`src/rtl/stb_defs.sv`:
```
// stb_defs: shared definitions for the store buffer.
//   STB_DEPTH / STB_ADDR_W / STB_DATA_W : default geometry
//   stb_entry_t                         : entry field layout {is_byte, addr, data}
//   port_use_e                          : what the single memory port does this cycle
//   clog2()                             : pointer width helper
// Optional feature macro: STB_FWD_EN (store-to-load forwarding).
package stb_defs;

  localparam int unsigned STB_DEPTH  = 4;
  localparam int unsigned STB_ADDR_W = 10;
  localparam int unsigned STB_DATA_W = 32;

  typedef struct packed {
    logic                  is_byte;
    logic [STB_ADDR_W-1:0] addr;
    logic [STB_DATA_W-1:0] data;
  } stb_entry_t;

  typedef enum logic [1:0] {
    PORT_IDLE,
    PORT_LOAD,
    PORT_DRAIN
  } port_use_e;

  function automatic int unsigned clog2(input int unsigned n);
    int unsigned w;
    w = 0;
    while ((32'd1 << w) < n) w++;
    return w;
  endfunction

endpackage

```
`src/rtl/stb_match.sv`:
```
// stb_match: compares one buffered store against the current load.
// Ports:
//   i_valid, i_addr, i_byte : buffered entry (valid, byte address, byte/word size)
//   i_ld_addr, i_ld_byte    : load address and size
//   o_conflict              : entry is valid and its byte range intersects the load range
//   o_cover, o_k            : (STB_FWD_EN only) entry range contains the whole load range;
//                             o_k is the load byte offset inside the entry
// Ranges use ADDR_W+1 bit ends so a word at the top of memory does not wrap.
module stb_match
  import stb_defs::*;
#(
  parameter int unsigned ADDR_W = STB_ADDR_W
) (
  input  logic              i_valid,
  input  logic [ADDR_W-1:0] i_addr,
  input  logic              i_byte,
  input  logic [ADDR_W-1:0] i_ld_addr,
  input  logic              i_ld_byte,
  output logic              o_conflict
`ifdef STB_FWD_EN
  ,
  output logic              o_cover,
  output logic [1:0]        o_k
`endif
);

  logic [ADDR_W:0] w_e_lo, w_e_hi, w_l_lo, w_l_hi;

  assign w_e_lo = {1'b0, i_addr};
  assign w_e_hi = w_e_lo + (i_byte ? (ADDR_W+1)'(0) : (ADDR_W+1)'(3));
  assign w_l_lo = {1'b0, i_ld_addr};
  assign w_l_hi = w_l_lo + (i_ld_byte ? (ADDR_W+1)'(0) : (ADDR_W+1)'(3));

  assign o_conflict = i_valid && (w_e_lo <= w_l_hi) && (w_l_lo <= w_e_hi);

`ifdef STB_FWD_EN
  assign o_cover = o_conflict && (w_e_lo <= w_l_lo) && (w_l_hi <= w_e_hi);
  // Only meaningful when covered; then the true offset is 0..3, so mod-4 is exact.
  assign o_k     = i_ld_addr[1:0] - i_addr[1:0];
`endif

endmodule

```
`src/rtl/store_buffer.sv`:
```
// store_buffer: in-order write buffer between MEM-stage load/store logic and the
// byte-addressed data memory. Stores are queued and drained to memory in cycles
// the port is not used by a load; loads overlapping a pending store stall.
// Optional feature macro: STB_FWD_EN -- a load fully covered by the youngest
// conflicting store is answered from the buffer instead of stalling.
// Ports:
//   clk, rst                       : clock, synchronous active-high reset
//   st_valid/addr/data/byte, st_ready : store request and accept (= room and no sync block)
//   ld_req/addr/byte, ld_stall, ld_data : load request and response
//   sync_req, sync_done            : drain request / buffer-empty indication
//   dm_addr/din/we/byteOp, dm_dout : single data-memory port (dm_dout combinational)
module store_buffer
  import stb_defs::*;
#(
  parameter int unsigned DEPTH  = STB_DEPTH,
  parameter int unsigned ADDR_W = STB_ADDR_W
) (
  input  logic              clk,
  input  logic              rst,
  input  logic              st_valid,
  input  logic [ADDR_W-1:0] st_addr,
  input  logic [31:0]       st_data,
  input  logic              st_byte,
  output logic              st_ready,
  input  logic              ld_req,
  input  logic [ADDR_W-1:0] ld_addr,
  input  logic              ld_byte,
  output logic              ld_stall,
  output logic [31:0]       ld_data,
  input  logic              sync_req,
  output logic              sync_done,
  output logic [ADDR_W-1:0] dm_addr,
  output logic [31:0]       dm_din,
  output logic              dm_we,
  output logic              dm_byteOp,
  input  logic [31:0]       dm_dout
);

  localparam int unsigned PW       = clog2(DEPTH);
  localparam logic [PW:0] FULL_CNT = (PW+1)'(DEPTH);

  logic [PW-1:0]     r_head, r_tail;
  logic [PW:0]       r_count;
  logic              r_byte [DEPTH];
  logic [ADDR_W-1:0] r_addr [DEPTH];
  logic [31:0]       r_data [DEPTH];

  logic [DEPTH-1:0]  w_conflict;
  logic              w_any;
  logic              w_fwd;
  logic [31:0]       w_fwd_data;
  logic              w_push, w_drain;
  port_use_e         w_use;

`ifdef STB_FWD_EN
  logic [DEPTH-1:0]  w_cover;
  logic [1:0]        w_k [DEPTH];
`endif

  for (genvar g = 0; g < DEPTH; g++) begin : g_ent
    logic [PW-1:0] w_rel;
    logic          w_valid;
    // Slot g holds a live store when its distance from head is below count.
    assign w_rel   = PW'(g) - r_head;
    assign w_valid = {1'b0, w_rel} < r_count;

    stb_match #(.ADDR_W(ADDR_W)) u_match (
      .i_valid    (w_valid),
      .i_addr     (r_addr[g]),
      .i_byte     (r_byte[g]),
      .i_ld_addr  (ld_addr),
      .i_ld_byte  (ld_byte),
      .o_conflict (w_conflict[g])
`ifdef STB_FWD_EN
      ,
      .o_cover    (w_cover[g]),
      .o_k        (w_k[g])
`endif
    );
  end

  assign w_any = |w_conflict;

`ifdef STB_FWD_EN
  logic [PW-1:0] w_young, w_idx;
  logic [7:0]    w_fwd_byte;

  // Walk oldest to youngest; the last conflicting slot seen is the youngest.
  always_comb begin
    w_young = r_head;
    w_idx   = r_head;
    for (int unsigned j = 0; j < DEPTH; j++) begin
      w_idx = r_head + PW'(j);
      if (w_conflict[w_idx]) w_young = w_idx;
    end
  end

  always_comb begin
    w_fwd_byte = r_data[w_young][7:0];
    case (w_k[w_young])
      2'd1:    w_fwd_byte = r_data[w_young][15:8];
      2'd2:    w_fwd_byte = r_data[w_young][23:16];
      2'd3:    w_fwd_byte = r_data[w_young][31:24];
      default: w_fwd_byte = r_data[w_young][7:0];
    endcase
    w_fwd_data = ld_byte ? {{24{w_fwd_byte[7]}}, w_fwd_byte} : r_data[w_young];
  end

  assign w_fwd = w_any && w_cover[w_young];
`else
  assign w_fwd      = 1'b0;
  assign w_fwd_data = '0;
`endif

  assign sync_done = (r_count == '0);
  assign st_ready  = (r_count != FULL_CNT) && !(sync_req && (r_count != '0));
  assign w_push    = st_valid && st_ready;

  // A load that hits memory owns the port; otherwise (no load, stalled load or
  // forwarded load) the head drains. Draining is held off during reset so a
  // reset mid-operation leaves memory untouched.
  always_comb begin
    w_use = PORT_IDLE;
    if (ld_req && !w_any)            w_use = PORT_LOAD;
    else if (r_count != '0 && !rst)  w_use = PORT_DRAIN;
  end

  assign w_drain  = (w_use == PORT_DRAIN);
  assign ld_stall = ld_req && w_any && !w_fwd;

  always_comb begin
    dm_addr   = '0;
    dm_din    = '0;
    dm_we     = 1'b0;
    dm_byteOp = 1'b0;
    ld_data   = '0;
    case (w_use)
      PORT_LOAD: begin
        dm_addr   = ld_addr;
        dm_byteOp = ld_byte;
        ld_data   = dm_dout;
      end
      PORT_DRAIN: begin
        dm_addr   = r_addr[r_head];
        dm_din    = r_data[r_head];
        dm_byteOp = r_byte[r_head];
        dm_we     = 1'b1;
        if (w_fwd) ld_data = w_fwd_data;
      end
      default: ;
    endcase
  end

  always_ff @(posedge clk) begin
    if (rst) begin
      r_head  <= '0;
      r_tail  <= '0;
      r_count <= '0;
    end else begin
      if (w_push)  r_tail <= r_tail + 1'b1;
      if (w_drain) r_head <= r_head + 1'b1;
      case ({w_push, w_drain})
        2'b10:   r_count <= r_count + 1'b1;
        2'b01:   r_count <= r_count - 1'b1;
        default: r_count <= r_count;
      endcase
    end
  end

  always_ff @(posedge clk) begin
    if (w_push) begin
      r_byte[r_tail] <= st_byte;
      r_addr[r_tail] <= st_addr;
      r_data[r_tail] <= st_data;
    end
  end

endmodule

```
`config.mk`:
```
export PLATFORM = sky130hd
export DESIGN_NAME = store_buffer
export DESIGN_NICKNAME = d
export VERILOG_FILES = /design/src/rtl/stb_defs.sv /design/src/rtl/stb_match.sv /design/src/rtl/store_buffer.sv
export SDC_FILE = /design/constraint.sdc
export NUM_CORES = 1
export LEC_CHECK = 0
export ABC_CLOCK_PERIOD_IN_PS = 9600
export CAP_MARGIN = 20
export CORE_MARGIN = 2
export CORE_UTILIZATION = 40
export CTS_BUF_LIST = sky130_fd_sc_hd__clkbuf_16
export DETAILED_ROUTE_END_ITERATION = 10
export PLACE_DENSITY = 0.66
export SYNTH_ARGS = -nofsm -noshare
export SYNTH_HDL_FRONTEND = slang
export SYNTH_SLANG_ARGS = --single-unit
export TNS_END_PERCENT = 10
```
`constraint.sdc`:
```
create_clock -name clk -period 9.6 [get_ports clk]
set_clock_uncertainty 0.2 [all_clocks]
set_input_delay 2.88 -clock clk [delete_from_list [all_inputs] [get_ports clk]]
set_output_delay 2.88 -clock clk [all_outputs]
set_load 0.05 [all_outputs]
```
==> results of run 1 <==
## registers in the layout, indices dropped and copies added (netlist names), named ones only
name,cells
r_addr,40
r_byte,4
r_count,3
r_data,128
r_head,2
r_tail,2
## area by class of cell
cell class | instances | area (um2) | area share
clock buffer | 17 | 425.4 | 0.02844
clock inverter | 15 | 185.2 | 0.01238
inverter | 32 | 123.9 | 0.008280
multi-input combinational | 561 | 5627 | 0.3761
sequential | 181 | 5348 | 0.3574
tap | 341 | 426.7 | 0.02852
timing repair buffer | 246 | 2825 | 0.1888
## routing by layer
layer / share of wire / track usage
met1: 0.43 / 0.2677
met3: 0.050 / 0.03905
met4: 0.023 / 0.06447
met5: 0 / 0
met2: 0.50 / 0.3416
## synth_stat cells, drive strengths merged (6+ instances only)
master,instances,area share
nor3b,33,0.023
nand4,12,0.0069
dfxtp,9,0.017
mux4,43,0.089
a211oi,8,0.0060
nand2b,8,0.0046
nor2,28,0.010
mux2,10,0.011
o22ai,7,0.0040
buf,11,0.0067
xnor2,34,0.028
and3,45,0.026
clkbuf,37,0.013
xor2,25,0.022
o21ai,12,0.0055
inv,32,0.011
fa,6,0.011
o211ai,12,0.0083
xnor3,7,0.015
a21o,6,0.0042
nand2,29,0.010
a21oi,32,0.015
edfxtp,172,0.48
and4,6,0.0048
a31oi,6,0.0035
ha,79,0.091
o21a,7,0.0048
nor2b,20,0.012
nor3,12,0.0065
nand3,27,0.014
## cells by family (layout without fill, tap and decap cells)
logic type	Yosys count	count (layout)
simple gates	236	236
compound gates	111	111
mux	58	58
fa+ha+maj	90	90
xor+xnor	66	66
flops	181	181
buf+inv	80	310
## layout by cell type, fill, tap and decap left out, drive strengths merged, types with 9 or more instances in the layout
master	count
nor2	28
mux4	43
inv	39
dfxtp	9
nand4	12
clkbuf	19
nand2	29
xnor2	34
mux2	10
edfxtp	172
nor3b	33
ha	79
a21oi	32
clkdlybuf4s50	88
xor2	25
and3	45
buf	155
o211ai	12
o21ai	12
nand3	27
nor3	12
nor2b	20
## power by group
part	internal [mW]	total, mW	switching, mW
combinational	1.18	2.57	1.40
sequential	1.00	1.08	0.0843
clock	0.396	0.703	0.308
## worst max-delay path by stage
stage / endpoint / slack [ps]
6_report: dm_addr[7] / -80
5_1_grt: dm_addr[7] / -160
4_1_cts: dm_addr[8] / -50
3_5_place_dp: dm_addr[1] / -490
3_3_place_gp: dm_addr[1] / -460
2_1_floorplan: dm_din[0] / -210
## metrics by stage
step | area [um2] | cells | hold slack (ps) | setup TNS [ps]
3_5_place_dp | 14060 | 1350 | 292.7 | -27820
4_1_cts | 14880 | 1389 | 302.1 | -624.2
6_report | 14960 | 1393 | 300.4 | -228.9
5_1_grt | 14960 | 1393 | 340.0 | -3753
3_3_place_gp | 14060 | 1350 | 286.2 | -25140
2_1_floorplan | 11330 | 822 | 269.2 | -7651
## critical path: stages
cell and delay, ps:
clkdlybuf4s50_1 570, buf_4 220, nand3_2 160, or4_1 500, a21oi_1 200, a211oi_1 90
a2111oi_2 360, nand2_1 120, a311oi_2 350, and2_4 430, buf_12 180, mux2_2 360
buf_12 150
## repair_timing
action / in CTS / in global routing
pin swaps: 12 / 3
endpoints found under the setup margin: 77 / 77
setup buffers: 6 / 3
hold endpoints to repair: 0 / 0
gates resized for setup: 47 / 11
gates cloned: 1 / 1
==> summary.txt, run 1 <==
Yosys
  – Syn. warnings: 0
  – Post-synth EDFFs: about 170
  – #FFs+latches synth: approximately 180
  – Compound-Gate Fraction of Synth Area: 0.07008
  – Simple-gate share of the synthesized area: 0.1290
  – Post-synthesis mux area share: 0.1054
  – Mapped cell area: about 11000 um2
  – Synth Flop Type: edfxtp_1
  – XOR/XNOR Fraction of Synth Area: 0.06465
  – Syn Nets: between 900 and 1000
  – Syn Area/Cell: ~13 um2
  – Netlist cell types: between 60 and 70
  – Mapped Cells: roughly 820
  – Ys async rst share: 0
  – Synthesized-area fraction occupied by adder cells: 0.1071
  – Sequential share of the synthesized area: 0.4932
  – Main combinational cell family by area after synthesis: simple AND/OR/NAND/NOR gates

Drt
  – DR pass1 iterations: 4
  – # DRC: 0
  – Routed Antenna Nets: 0
  – DR iter-0 viols: 585
  – DR vias: 7617
  – DR WL/cell: between 20 and 25 um
  – Via density: roughly 5.5
  – Final wirelength: 28250 um

Clock network
  – Hold_buf cts: 0
  – Worst-case clock buffer depth: 2
  – CTS HTree Levels: 4
  – Skew-Pair Late Insertion Delay: 420 ps
  – Worst-path clk slew: 70 ps
  – TritonCTS clock tree: built
  – TritonCTS Buffers: 17
  – Clock sinks: ~180
  – Root Driver: clkbuf_16

Global route
  – Number of global-route vias before repair: slightly below 8000
  – Total congestion overflow: 0
  – Total track usage: 0.2033
  – Largest net degree at the start of global routing: 44
  – Global-route wire length before repair: 44050 um
  – Initial antenna violation count: 0

Setup path
  – R2R setup slack: about 3600 ps
  – CP max FO: 8
  – Crit path kind: input pin to output pin
  – Arrival time of the worst setup path: 6600 ps
  – Crit end category: output pin
  – Worst flop-to-flop path endpoint: r_count[2]
  – R2r worst-path depth: 26
  – Crit path launch: ld_addr[3]
  – Required @ worst endpoint: approximately 6500 ps
  – RR Startpoint: r_byte[3]
  – Critical path startpoint category: input pin

Min path
  – Hold_sp: r_tail[1]
  – Hold EP: r_tail[1]
  – Cells on Worst Hold Path: 2
  – HP Class: register to register

Floorplan
  – Die height: roughly 170 um
  – Total I/O pin count: between 150 and 200
  – Starting Density: 0.4044
  – Die Width: between 150 and 200 um
  – Total Die Area: about 28000 um2
  – Placeable Area: around 27000 um2
  – Placement Rows: 60

Timing
  – Worst-Margin Slew: approximately 800 ps
  – Setup slack after layout: -77.26 ps
  – Crit share post-route: 1.008
  – RSZ-0062 raised after global routing: yes
  – Max_slew headroom: 0.4647
  – Final setup vio count: 6
  – Max Fclk: 0.1033 GHz
  – Fin crit period: a little under 10000 ps
  – Final Max Slew Viols: 0
  – Hold Violations, Final: 0

Place
  – Detailed placement HPWL: ~21000 um
  – GPL Wtd Cong: about 0.94
  – Port bufs: 169
  – Post-Place Worst Slack: -490.9 ps

Power
  – Final Total Pwr: about 4.4 mW
  – Worst vdd ir: about 0.00023 V
  – Power per cell area: slightly below 300 nW/um2
  – Leak Pwr: 5.596 nW

Final layout
  – Fill cells: 2199
  – Inserted Diodes: 0
  – Core Util, Final: 0.5582
  – NumNets Final: roughly 1200
  – Area growth syn-to-layout: 38.04%
  – Layout cells sized above 1: 0.2937

Status
  – Violated checks: setup timing
  – Status: finished, violations left

Run
  – Max-Cap Viols: 0
Note: power is estimated with default switching activity, not from simulation.
==> inputs of run 2 (changes only) <==
CORE_MARGIN = 1.5   (was 2)
SKIP_CTS_REPAIR_TIMING = 1   (was default)
SLEW_MARGIN = 30   (was default)
==> summary.txt, run 2 (synthesis results as in run 1) <==
Status
  – Status: finished, violations left
  – Violated checks: setup timing

Setup path
  – Crit path cell chain: buf_6, clkinvlp_4, ha_4, fa_2, nand4_1, nor2_2, xnor2_2, ha_1, nand2_1, or4b_1, or4b_1, o311a_1, and4b_2, and2_4, clkbuf_16, nor3b_4, buf_6
  – CP peak stage delay: slightly above 500 ps
  – Slowest CP cell: or4b_1
  – R2R setup slack: about 3700 ps
  – Crit end category: output pin
  – Crit path kind: input pin to output pin
  – CP max FO: 6
  – Required @ worst endpoint: between 6000 and 7000 ps
  – R2r worst-path depth: 25
  – Critical path startpoint category: input pin
  – RR Startpoint: r_byte[3]
  – Arrival time of the worst setup path: ~6600 ps
  – Worst flop-to-flop path endpoint: r_count[2]

Timing
  – Hold Violations, Final: 0
  – Final Max Slew Viols: 0
  – Max Fclk: just over 0.1 GHz
  – Crit share post-route: 1.006
  – Final setup vio count: 20
  – Max_slew headroom: 0.5127
  – Worst-Margin Slew: about 730 ps
  – RSZ-0062 raised after global routing: yes
  – Setup slack after layout: -54.28 ps
  – Fin crit period: 9654 ps

Floorplan
  – Starting Density: 0.4044
  – Die Width: 167.6 um
  – Placeable Area: between 20000 and 30000 um2
  – Total Die Area: 28090 um2
  – Placement Rows: 60
  – Die height: between 150 and 200 um
  – Total I/O pin count: 170

Final layout
  – Inserted Diodes: 0
  – Biggest regs: r_data (128), r_addr (40), r_byte (4)
  – Core Util, Final: 0.5581
  – Non-Filler Instances: around 1400
  – Top reg by flops: r_data
  – Commonest non-fill, non-tap cell in the layout: edfxtp_1
  – Largest register FFs: between 100 and 150
  – Final Cell Area: 14960 um2
  – NumNets Final: ~1200
  – Area growth syn-to-layout: 38.00%
  – Layout cells sized above 1: 0.2906
  – Most frequent cells in the layout: edfxtp_1, clkdlybuf4s50_1, ha_1

Global route
  – Met2 Use GR: 0.3446
  – GR peak layer: met2
  – Largest net degree at the start of global routing: 44
  – Initial antenna violation count: 0
  – Total track usage: 0.2046
  – Global-route wire length before repair: 43810 um
  – Total congestion overflow: 0
  – Met3 Use GR: 0.03923
  – Met1 Use GR: 0.2718
  – Number of global-route vias before repair: about 7700

Power
  – Worst vdd ir: around 0.00026 V
  – Switching power total: 1.772 mW
  – Logic pwr share: 0.586
  – Part of the power in the clock network: 0.158
  – Sequential power share: 0.256
  – Net Sw Frac: 0.4070
  – Internal power: about 2.6 mW
  – Leak Pwr: ~5.6 nW
  – Final Total Pwr: between 4 and 5 mW
  – Power per cell area: around 290 nW/um2

Place
  – GPL Wtd Cong: 0.8967
  – Post-Place Cell Area: roughly 14000 um2
  – Cells after DPL: ~1400
  – Detailed placement HPWL: 20700 um
  – Port bufs: between 150 and 200

Clock network
  – Worst-case clock buffer depth: 2
  – CTS HTree Levels: 4
  – Worst-path clk slew: about 60 ps
  – Skew-Pair Late Insertion Delay: between 400 and 500 ps
  – TritonCTS clock tree: built
  – Clock sinks: roughly 180
  – TritonCTS Buffers: 17
  – Root Driver: clkbuf_16

Drt
  – DR iter-0 viols: 530
  – # DRC: 0
  – DR vias: 7585
  – DR pass1 iterations: 5
  – DR WL/cell: 20.32 um
  – Routed Antenna Nets: 0
  – Via density: 5.441
  – Final wirelength: around 28000 um

Min path
  – Hold EP: r_tail[1]
  – HP Class: register to register
  – Hold_sp: r_tail[1]
  – Cells on Worst Hold Path: 2

Run
  – Max-Cap Viols: 0
[run 2: cell count changes in the layout (fill, tap and decap cells not counted), moves of 3 or more]
cell	previous run	this run
buf_6	40	35
clkinvlp_4	1	6
inv_6	6	2
buf_4	68	71
[run 2: how the worst max path moves through the flow]
stage                       start         end  depth (start not counted)
after floorplan           ld_byte   dm_din[0]                         18
after global placement    ld_byte  dm_din[13]                         17
after detailed placement  ld_byte  dm_din[12]                         17
after CTS                 ld_byte  dm_din[12]                         17
after global routing      ld_byte  dm_din[31]                         17
final                     ld_byte  dm_din[31]                         17
[run 2: per-stage QoR]
| stage | hold slack, ps | setup TNS, ps | setup slack (ps) |
|---|---|---|---|
| 2_1_floorplan | 269.2 | -7651 | -214.2 |
| 3_3_place_gp | 285.8 | -24760 | -457.5 |
| 3_5_place_dp | 303.0 | -28510 | -523.0 |
| 4_1_cts | 311.3 | -30090 | -547.2 |
| 5_1_grt | 327.6 | -5311 | -163.4 |
| 6_report | 311.6 | -448.5 | -54.28 |
[run 2: worst max-delay path: cells and delay by family]
family | cells | cell delay [ps]
AOI/OAI and AO/OA | 1 | 150
adders and majority gates | 3 | 870
buffers and inverters | 4 | 560
and+or+nand+nor | 8 | 1940
xor gates and xnor gates | 1 | 150
[run 2: final cells by class]
cell class | count | area [um2]
inverter | 32 | 123.9
multi-input combinational | 563 | 5640
timing repair buffer | 246 | 2829
clock buffer | 17 | 425.4
sequential | 181 | 5350
clock inverter | 14 | 161.4
tap | 341 | 426.7
fill | 2167 | 11840
[run 2: power groups by stage]
stage	Combinational [mW]	Clock [mW]	Sequential, mW
after global routing	2.69	0.730	1.14
after floorplan	1.65	0	1.05
after global placement	2.43	0	1.13
after detailed placement	2.45	0	1.14
final	2.55	0.686	1.12
after CTS	2.46	0.700	1.12
[run 2: per-layer routing]
layer / share of wire / vias to the layer above
met3: 0.045 / 28
met4: 0.015 / 0
met5: 0 / -
met2: 0.50 / 175
met1: 0.44 / 3763
li1: - / 3619
